$ cat src/rtl/ecc_secded_pkg.sv
// Shared SECDED definitions: code-layout helpers and error classification,
// used by both the encoder and the pipelined decoder.
package ecc_secded_pkg;

  typedef enum logic [1:0] {
    ECC_CLEAN  = 2'd0,
    ECC_SINGLE = 2'd1,
    ECC_DOUBLE = 2'd2
  } ecc_class_e;

  // Smallest P with 2**P >= data_width + P + 1.
  function automatic int parity_width(input int data_width);
    int p;
    p = 1;
    while ((1 << p) < data_width + p + 1) p++;
    return p;
  endfunction

  function automatic bit is_pow2(input int pos);
    return (pos > 0) && ((pos & (pos - 1)) == 0);
  endfunction

  // Hamming position (1-based) holding data bit idx.
  function automatic int data_to_pos(input int idx);
    int pos;
    int cnt;
    pos = 0;
    cnt = -1;
    while (cnt < idx) begin
      pos++;
      if (!is_pow2(pos)) cnt++;
    end
    return pos;
  endfunction

  // Data bit index stored at a non-power-of-two Hamming position.
  function automatic int pos_to_data(input int pos);
    int cnt;
    cnt = 0;
    for (int p = 1; p < pos; p++) begin
      if (!is_pow2(p)) cnt++;
    end
    return cnt;
  endfunction

endpackage

$ cat src/rtl/ecc_secded_syndrome.sv
// Combinational syndrome and overall-parity generator for a Hamming codeword
// whose bit i is position i+1.
module ecc_secded_syndrome
  import ecc_secded_pkg::*;
#(
  parameter int CW_WIDTH     = 12,
  parameter int PARITY_WIDTH = 4
) (
  input  logic [CW_WIDTH-1:0]     codeword_i,
  input  logic                    extra_parity_i,
  output logic [PARITY_WIDTH-1:0] syndrome_o,
  output logic                    pe_o
);

  function automatic logic [CW_WIDTH-1:0] cover_mask(input int k);
    logic [CW_WIDTH-1:0] m;
    m = '0;
    for (int i = 0; i < CW_WIDTH; i++) begin
      m[i] = (((i + 1) >> k) & 1) != 0;
    end
    return m;
  endfunction

  for (genvar gi = 0; gi < PARITY_WIDTH; gi++) begin : g_syn
    localparam logic [CW_WIDTH-1:0] MASK = cover_mask(gi);
    assign syndrome_o[gi] = ^(codeword_i & MASK);
  end

  assign pe_o = (^codeword_i) ^ extra_parity_i;

endmodule

$ cat src/rtl/ecc_secded_pipe_decoder.sv
// Two-stage SECDED decoder with valid/ready flow control, saturating error
// counters and first-error syndrome capture.
module ecc_secded_pipe_decoder
  import ecc_secded_pkg::*;
#(
  parameter  int DATA_WIDTH   = 8,
  parameter  int COUNT_WIDTH  = 16,
  localparam int PARITY_WIDTH = parity_width(DATA_WIDTH),
  localparam int CW_WIDTH     = DATA_WIDTH + PARITY_WIDTH
) (
  input  logic                    clk,
  input  logic                    rst_n,
  input  logic                    in_valid,
  output logic                    in_ready,
  input  logic [CW_WIDTH-1:0]     in_codeword,
  input  logic                    in_extra_parity,
  output logic                    out_valid,
  input  logic                    out_ready,
  output logic [DATA_WIDTH-1:0]   out_data,
  output logic                    out_err_single,
  output logic                    out_err_double,
  output logic [PARITY_WIDTH-1:0] out_syndrome,
  input  logic                    clear_counters,
  output logic [COUNT_WIDTH-1:0]  sbe_count,
  output logic [COUNT_WIDTH-1:0]  dbe_count,
  output logic                    first_err_valid,
  output logic [PARITY_WIDTH-1:0] first_err_syndrome
);

  localparam logic [COUNT_WIDTH-1:0] CNT_MAX = {COUNT_WIDTH{1'b1}};

  logic                    s1_valid_q, s1_valid_d;
  logic [CW_WIDTH-1:0]     s1_cw_q, s1_cw_d;
  logic [PARITY_WIDTH-1:0] s1_syn_q, s1_syn_d;
  logic                    s1_pe_q, s1_pe_d;
  logic                    s2_valid_q, s2_valid_d;
  logic [DATA_WIDTH-1:0]   s2_data_q, s2_data_d;
  logic                    s2_single_q, s2_single_d;
  logic                    s2_double_q, s2_double_d;
  logic [PARITY_WIDTH-1:0] s2_syn_q, s2_syn_d;
  logic [COUNT_WIDTH-1:0]  sbe_q, sbe_d, dbe_q, dbe_d;
  logic                    first_v_q, first_v_d;
  logic [PARITY_WIDTH-1:0] first_syn_q, first_syn_d;

  logic [PARITY_WIDTH-1:0] in_syn;
  logic                    in_pe;
  logic                    s1_ready;
  logic                    out_hs;
  logic [CW_WIDTH-1:0]     cw_fix;
  logic [DATA_WIDTH-1:0]   data_fix;
  ecc_class_e              cls;

  ecc_secded_syndrome #(
    .CW_WIDTH    (CW_WIDTH),
    .PARITY_WIDTH(PARITY_WIDTH)
  ) u_syndrome (
    .codeword_i    (in_codeword),
    .extra_parity_i(in_extra_parity),
    .syndrome_o    (in_syn),
    .pe_o          (in_pe)
  );

  assign s1_ready = !s2_valid_q || out_ready;
  assign in_ready = !s1_valid_q || s1_ready;
  assign out_hs   = s2_valid_q && out_ready;

  // Only a syndrome pointing inside the codeword with odd overall parity is correctable.
  always_comb begin
    cw_fix = s1_cw_q;
    cls    = ECC_CLEAN;
    if (s1_syn_q == '0) begin
      if (s1_pe_q) cls = ECC_SINGLE;
    end else if (s1_pe_q && (int'(s1_syn_q) <= CW_WIDTH)) begin
      cls = ECC_SINGLE;
      for (int i = 0; i < CW_WIDTH; i++) begin
        if (s1_syn_q == PARITY_WIDTH'(i + 1)) cw_fix[i] = ~cw_fix[i];
      end
    end else begin
      cls = ECC_DOUBLE;
    end
  end

  for (genvar gi = 0; gi < DATA_WIDTH; gi++) begin : g_extract
    localparam int POS = data_to_pos(gi);
    assign data_fix[gi] = cw_fix[POS-1];
  end

  always_comb begin
    s1_valid_d  = s1_valid_q;
    s1_cw_d     = s1_cw_q;
    s1_syn_d    = s1_syn_q;
    s1_pe_d     = s1_pe_q;
    s2_valid_d  = s2_valid_q;
    s2_data_d   = s2_data_q;
    s2_single_d = s2_single_q;
    s2_double_d = s2_double_q;
    s2_syn_d    = s2_syn_q;
    if (in_ready) s1_valid_d = in_valid;
    if (in_valid && in_ready) begin
      s1_cw_d  = in_codeword;
      s1_syn_d = in_syn;
      s1_pe_d  = in_pe;
    end
    if (s1_ready) s2_valid_d = s1_valid_q;
    if (s1_valid_q && s1_ready) begin
      s2_data_d   = data_fix;
      s2_single_d = (cls == ECC_SINGLE);
      s2_double_d = (cls == ECC_DOUBLE);
      s2_syn_d    = s1_syn_q;
    end
  end

  // A clear in the same cycle as a handshake discards that handshake's statistics.
  always_comb begin
    sbe_d       = sbe_q;
    dbe_d       = dbe_q;
    first_v_d   = first_v_q;
    first_syn_d = first_syn_q;
    if (clear_counters) begin
      sbe_d       = '0;
      dbe_d       = '0;
      first_v_d   = 1'b0;
      first_syn_d = '0;
    end else if (out_hs) begin
      if (s2_single_q && (sbe_q != CNT_MAX)) sbe_d = sbe_q + 1'b1;
      if (s2_double_q && (dbe_q != CNT_MAX)) dbe_d = dbe_q + 1'b1;
      if ((s2_single_q || s2_double_q) && !first_v_q) begin
        first_v_d   = 1'b1;
        first_syn_d = s2_syn_q;
      end
    end
  end

  always_ff @(posedge clk or negedge rst_n) begin
    if (!rst_n) begin
      s1_valid_q  <= 1'b0;
      s1_cw_q     <= '0;
      s1_syn_q    <= '0;
      s1_pe_q     <= 1'b0;
      s2_valid_q  <= 1'b0;
      s2_data_q   <= '0;
      s2_single_q <= 1'b0;
      s2_double_q <= 1'b0;
      s2_syn_q    <= '0;
      sbe_q       <= '0;
      dbe_q       <= '0;
      first_v_q   <= 1'b0;
      first_syn_q <= '0;
    end else begin
      s1_valid_q  <= s1_valid_d;
      s1_cw_q     <= s1_cw_d;
      s1_syn_q    <= s1_syn_d;
      s1_pe_q     <= s1_pe_d;
      s2_valid_q  <= s2_valid_d;
      s2_data_q   <= s2_data_d;
      s2_single_q <= s2_single_d;
      s2_double_q <= s2_double_d;
      s2_syn_q    <= s2_syn_d;
      sbe_q       <= sbe_d;
      dbe_q       <= dbe_d;
      first_v_q   <= first_v_d;
      first_syn_q <= first_syn_d;
    end
  end

  assign out_valid          = s2_valid_q;
  assign out_data           = s2_data_q;
  assign out_err_single     = s2_single_q;
  assign out_err_double     = s2_double_q;
  assign out_syndrome       = s2_syn_q;
  assign sbe_count          = sbe_q;
  assign dbe_count          = dbe_q;
  assign first_err_valid    = first_v_q;
  assign first_err_syndrome = first_syn_q;

endmodule

$ cat config.mk
export PLATFORM = sky130hd
export DESIGN_NAME = ecc_secded_pipe_decoder
export DESIGN_NICKNAME = d
export VERILOG_FILES = /design/src/rtl/ecc_secded_pkg.sv /design/src/rtl/ecc_secded_syndrome.sv /design/src/rtl/ecc_secded_pipe_decoder.sv
export SDC_FILE = /design/constraint.sdc
export NUM_CORES = 1
export LEC_CHECK = 0
export CAP_MARGIN = 15
export CORE_UTILIZATION = 45
export CTS_CLUSTER_SIZE = 16
export DETAILED_ROUTE_END_ITERATION = 12
export PLACE_DENSITY = 0.72
export SKIP_LAST_GASP = 1
export SLEW_MARGIN = 20
export SYNTH_ARGS = -nofsm -noshare
export SYNTH_HDL_FRONTEND = slang
export SYNTH_SLANG_ARGS = --single-unit
$ cat constraint.sdc
create_clock -name clk -period 3.45 [get_ports clk]
set_clock_uncertainty 0.1 [all_clocks]
set_input_delay 0.345 -clock clk [delete_from_list [all_inputs] [get_ports clk]]
set_output_delay 0.345 -clock clk [all_outputs]
set_load 0.05 [all_outputs]
==> run metrics, run 1 <==
status finished, violations left; failing checks hold timing; final setup violating endpoints 0; post-CTS resize count 0; first-pass GRT wire length about 11000 um; pwr dens ~520 nW/um^2; Final Util 59.80%; final worst slack 1.016 ns; die width ~88 um; Via Count approximately 2600; clk buf depth 2; Fin Hold WS -0.006163 ns; CP required around 3 ns; post-synthesis sequential area ratio 49.53%; Cell variety after synth 39; vias in the first global route 2470; TritonCTS clock tree built; Worst IR Drop VDD 0.0002289 V; Data arrival, critical path 1.99 ns; fmax 0.4108 GHz; Synth Cell Area roughly 3300 um^2; Worst Max-Slew Pin Slew 0.8185 ns; final hold vios 10; worst reg2reg setup slack between 1 and 1.5 ns; DR vias/cell slightly above 5; Core Region roughly 7200 um^2; total track usage between 10% and 20%; Synth async-reset ratio 100.0%; CTS Hold Bufs 0; Post-synth top cells dfrtp_1 (66), nand2_1 (45), nor2_1 (44), xnor2_1 (44), o21ai_0 (21); ys flop type dfrtp_1; Root Buffer clkbuf_8; dominant cell type by area after synthesis dfrtp_1; classification of the worst setup path in -> out; Pre-Repair DR Iteration Count 6; largest net degree at the start of global routing 39; post-synthesis compound-gate area fraction about 4.8%; num rows 31; GP Congestion 0.7637; EDFF count, synth 0; grt met2 use 32.35%; final wirelength between 6000 and 7000 um; max incr delay on CP about 0.83 ns; Synth top area share 49.53%; Worst setup SP type input port; H-tree Lvls 3; R2R Path End sbe_count[3]; CP most frequent cell clkdlybuf4s50_1; R2R Path Start sbe_count[0]; Yosys warning count 0; Leak between 1.5 and 2 nW; Post-Syn Nets ~360; GR Overflow Total 0; number of CTS-inserted buffers 9; die area between 7000 and 8000 um^2; Avg Cell Area, Syn about 10 um^2; dpl ws 0.9836 ns; Wirelength per Cell roughly 13 um; most numerous cell in the Yosys netlist dfrtp_1; worst-path cell chain clkdlybuf4s50_1, nand3b_1, clkdlybuf4s50_1; Area growth, synth to finish 29.38%; met1 Use GR between 20% and 30%; I/O Buffers 70; I/O pin count 71; cells after synthesis 338; simple-gate area share of the yosys netlist 24.35%; final-report max-slew violation count 0; Die Ht slightly below 90 um; CP Max Fanout 6; R2R depth 6; Routed Antenna Nets 0; Post-route DRC 0; WP buf/inv 2; met3 GRT Util 3.393%; Initial Utilization 46.22%; top area cells in the synthesized netlist dfrtp_1 (50%), xnor2_1 (12%), nand2_1 (5.1%), nor2_1 (5.0%), o21ai_0 (3.2%); post-synthesis mux area share 3.902%; final worst-path cycle share 70.56%; initial DRC count around 110; Critical Path End Type output port; max-cap viol count 0; Post-DP HPWL a little under 5000 um; HP Class in -> async; layout net count between 400 and 500; Min Clock Period, post-route ~2.4 ns; slowest CP cell clkdlybuf4s50_1; layout cell share with drive strength beyond 1 around 7.7%; Top Family by Delay on Critical Path buffers and inverters; flops & latches, synth 66; Setup Fix Bufs, Post-CTS 0; Clk Latency, worst-skew pair 0.34 ns; clk sinks between 60 and 70; diode count 0; combinational family with the most area after synthesis simple AND/OR/NAND/NOR gates; Worst-path clk slew 0.07 ns; unrepaired setup endpoints after global routing false; initial antenna violation count 0; XOR/XNOR Fraction of Synth Area approximately 15%; gr busiest metal met2; relative slew slack between 40% and 50%; Setup TNS 0 ns; adder-cell share of the synthesized area 0.7505%
==> cell type report <==
class / instances / area [um^2]
well taps: 99 / 123.9
fillers: 652 / 2900
flip-flops and latches: 66 / 1652
repair buffers: 73 / 718.2
clock inverters: 2 / 10.01
clock buffers: 14 / 172.7
multi-input cells: 260 / 1630
inverters: 2 / 7.507
==> stage by stage <==
| stage | power (mW) | hold WS [ns] | instance area, um^2 | std cells |
|---|---|---|---|---|
| floorplan | 1.429 | -0.05059 | 3334 | 338 |
| detailed placement | 1.665 | 0.3747 | 4131 | 500 |
| CTS | 2.268 | 0.01983 | 4314 | 516 |
| global route | 2.354 | 0.07347 | 4314 | 516 |
| finish | 2.244 | -0.006163 | 4314 | 516 |
| global placement | 1.652 | 0.3686 | 4131 | 500 |
==> state kept, by name, indices dropped and copies added, names as in the netlist <==
name and flops:
dbe_count 16, sbe_count 16, out_data 8, s1_cw_q 8, first_err_syndrome 4, out_syndrome 4, s1_syn_q 4, first_err_valid 1
out_err_double 1, out_err_single 1, out_valid 1, s1_pe_q 1, s1_valid_q 1
==> worst max-delay path by stage <==
| stage | to | cells after the start | slack, ns | start |
|---|---|---|---|---|
| global placement | in_ready | 3 | 0.99 | out_ready |
| finish | in_ready | 3 | 1.02 | out_ready |
| CTS | in_ready | 3 | 1.0 | out_ready |
| global route | in_ready | 3 | 0.97 | out_ready |
| detailed placement | dbe_count[13] | 6 | 0.98 | out_ready |
| floorplan | s1_pe_q | 4 | 1.08 | out_valid |
==> metal layers <==
layer	vias up	wire (um)
li1	1307	-
met1	1259	3051
met2	55	3379
met3	12	265
met4	0	129
met5	-	0
==> kinds of logic (layout without fill, tap and decap cells) <==
kind of cell             after synthesis  in the layout
AND/OR/NAND/NOR                      161            161
flip-flops                            66             66
XOR/XNOR                              56             56
AO/OA/AOI/OAI                         29             29
multiplexers                          12             12
buffers and inverters                 12             91
adder cells (fa/ha/maj)                2              2
==> cells in the final DEF (no fill, tap or decap), types with 3 or more instances in the layout <==
cell / n
nand4_1: 13
clkbuf_8: 12
nor3_1: 12
nor4_1: 4
mux2i_1: 4
a21oi_1: 4
xor2_1: 11
and3_1: 4
nand2_1: 45
clkdlybuf4s50_1: 69
dfrtp_1: 66
nand2b_1: 4
mux2_2: 8
buf_4: 3
nand3_1: 11
o21ai_0: 21
nand3b_1: 3
nor4b_1: 4
xnor2_1: 44
nor2_1: 44
==> where the power goes <==
| group | leakage, nW | internal (mW) | total, mW | switching [mW] |
|---|---|---|---|---|
| logic | 0.722 | 0.250 | 0.665 | 0.415 |
| registers | 0.865 | 0.871 | 0.978 | 0.107 |
| clock network | 0.0965 | 0.318 | 0.601 | 0.283 |
| total | 1.68 | 1.44 | 2.24 | 0.805 |
(Power assumes the default switching activity.)
==> run 2: changes to the inputs <==
Clock period 3.45 ns to 2.4 ns, I/O delays scaled along.
==> run 2 against run 1 <==
- the flow now finishes without violations
- worst setup slack lost 0.64 ns
- non-clock buffer count grew 5
- critical path depth is 2 lower
- cell area increased by 1.2%
- routed wire length up 1.5%
- sequential power grew 43%
- flip-flop and latch count did not move
- hold slack better by 0.35 ns
- largest cell class unchanged
==> run metrics, run 2 (synthesized netlist as in run 1, its figures left out) <==
status finished clean; first-pass GRT wire length 11430 um (+2.0%); num rows 31 (unchanged); Critical Path End Type output port; I/O Buffers 70 (unchanged); final-report max-slew violation count 0 (unchanged); Wirelength per Cell 13.29 um (+0.49%); worst-path cell chain clkdlybuf4s50_1; Setup TNS 0 ns (unchanged); Worst Max-Slew Pin Slew 0.5820 ns (-0.2365 ns); GR Overflow Total 0 (unchanged); final wirelength 6925 um (+1.5%); TritonCTS clock tree built; Clk Latency, worst-skew pair 0.34 ns (about the same); Initial Utilization 46.22% (unchanged); max incr delay on CP 0.87 ns (+0.04 ns); Die Ht 88.08 um (unchanged); Core Region 7214 um^2 (unchanged); vias in the first global route 2417 (-2.1%); Finished Layout Cells 521 (+0.97%); Area growth, synth to finish 30.88%; H-tree Lvls 3 (unchanged); R2R Path End dbe_count[11]; most frequent cells in the layout clkdlybuf4s50_1 (68), dfrtp_1 (66), nand2_1 (45), nor2_1 (44), xnor2_1 (44); clk buf depth 2 (unchanged); Via Count 2632 (-0.038%); clk sinks 66 (unchanged); R2R Path Start out_valid; Pre-Repair DR Iteration Count 4 (-2); HP Class in -> async; Worst-path clk slew 0.07 ns (about the same); diode count 0 (unchanged); Top Family by Delay on Critical Path buffers and inverters; largest net degree at the start of global routing 44 (+13%); max-cap viol count 0 (unchanged); GP Congestion 0.7740 (+1.3%); post-CTS resize count 0 (unchanged); classification of the worst setup path reg -> out; die area 7758 um^2 (unchanged); WP buf/inv 1 (-1); CP Max Fanout 7 (+1); layout cell share with drive strength beyond 1 8.768% (+1.1 points); Worst setup SP type flip-flop; Post-DP HPWL 5121 um (+3.6%); die width 88.08 um (unchanged); Routed Antenna Nets 0 (unchanged); initial DRC count 106 (-7.0%); unrepaired setup endpoints after global routing false; commonest non-fill, non-tap cell in the layout clkdlybuf4s50_1; pwr dens 743.6 nW/um^2 (+43%); worst reg2reg setup slack 0.48 ns (-0.83 ns); DR vias/cell 5.052 (-1.0%); fmax approximately 0.5 GHz; Worst IR Drop VDD 0.0005265 V (+130%); placed cell areas 4172 um^2 (+0.97%); total track usage 19.50% (+0.54 points); initial antenna violation count 0 (unchanged); Post-route DRC 0 (unchanged); DP Cell Count 504 (+0.80%); final worst-path cycle share 84.54%; final setup violating endpoints 0 (unchanged); slowest CP cell clkdlybuf4s50_1; Root Buffer clkbuf_8; layout net count 437 (+1.2%); number of CTS-inserted buffers 9 (unchanged); R2R depth 4 (-2); CP required 2.06 ns (-0.94 ns); Leak 1.712 nW (+1.7%); final hold vios 0 (-10); relative slew slack 61.20% (+16 points); Min Clock Period, post-route roughly 2.0 ns; Data arrival, critical path 1.69 ns (-0.30 ns); design area 4364 um^2 (+1.2%); I/O pin count 71 (unchanged)
[run 2: stage by stage]
step / power [mW] / utilization [%] / hold slack (ns) / worst slack (ns)
2_1_floorplan: 2.054 / - / -0.1556 / 0.03009
3_3_place_gp: 2.388 / 57.82 / 0.1646 / 0.2715
3_5_place_dp: 2.409 / 57.82 / 0.1706 / 0.1116
4_1_cts: 3.280 / 60.49 / 0.3484 / 0.3540
5_1_grt: 3.419 / 60.49 / 0.3813 / 0.2963
6_report: 3.245 / 60.49 / 0.3408 / 0.3711
[run 2: worst max-delay path by stage]
stage	from	endpoint	slack, ns	cells after the start
6_report	out_valid	out_valid	0.37	1
5_1_grt	out_valid	dbe_count[11]	0.30	4
4_1_cts	out_valid	out_valid	0.35	1
3_5_place_dp	out_ready	dbe_count[11]	0.11	5
3_3_place_gp	out_ready	dbe_count[11]	0.27	5
2_1_floorplan	out_valid	s1_pe_q	0.03	4
[run 2: per-layer routing]
| metal | vias to the layer above | GRT usage [%] | wire (um) |
|---|---|---|---|
| met5 | - | 0 | 0 |
| met4 | 0 | 8.211 | 59 |
| met3 | 7 | 4.147 | 319 |
| met2 | 62 | 31.64 | 3322 |
| met1 | 1246 | 25.38 | 3223 |
| li1 | 1317 | - | - |
[run 2: area by class of cell]
cell class / count / area (um^2)
timing repair buffer: 78 / 768.2
inverter: 2 / 7.507
tap: 99 / 123.9
clock inverter: 2 / 10.01
sequential: 66 / 1652
multi-input combinational: 260 / 1630
fill: 641 / 2850
clock buffer: 14 / 172.7
[run 2: where the power goes]
part	internal (mW)	leakage (nW)	total (mW)	switching (mW)
clock	0.458	0.0965	0.866	0.409
sequential	1.25	0.865	1.40	0.153
combinational	0.371	0.751	0.975	0.604
total	2.08	1.71	3.25	1.17
[run 2: timing repair]
| item | CTS | global route |
|---|---|---|
| buffers inserted | 0 | 0 |
| hold buffers | 1 | 0 |
| endpoints found under the hold margin | 23 | 0 |
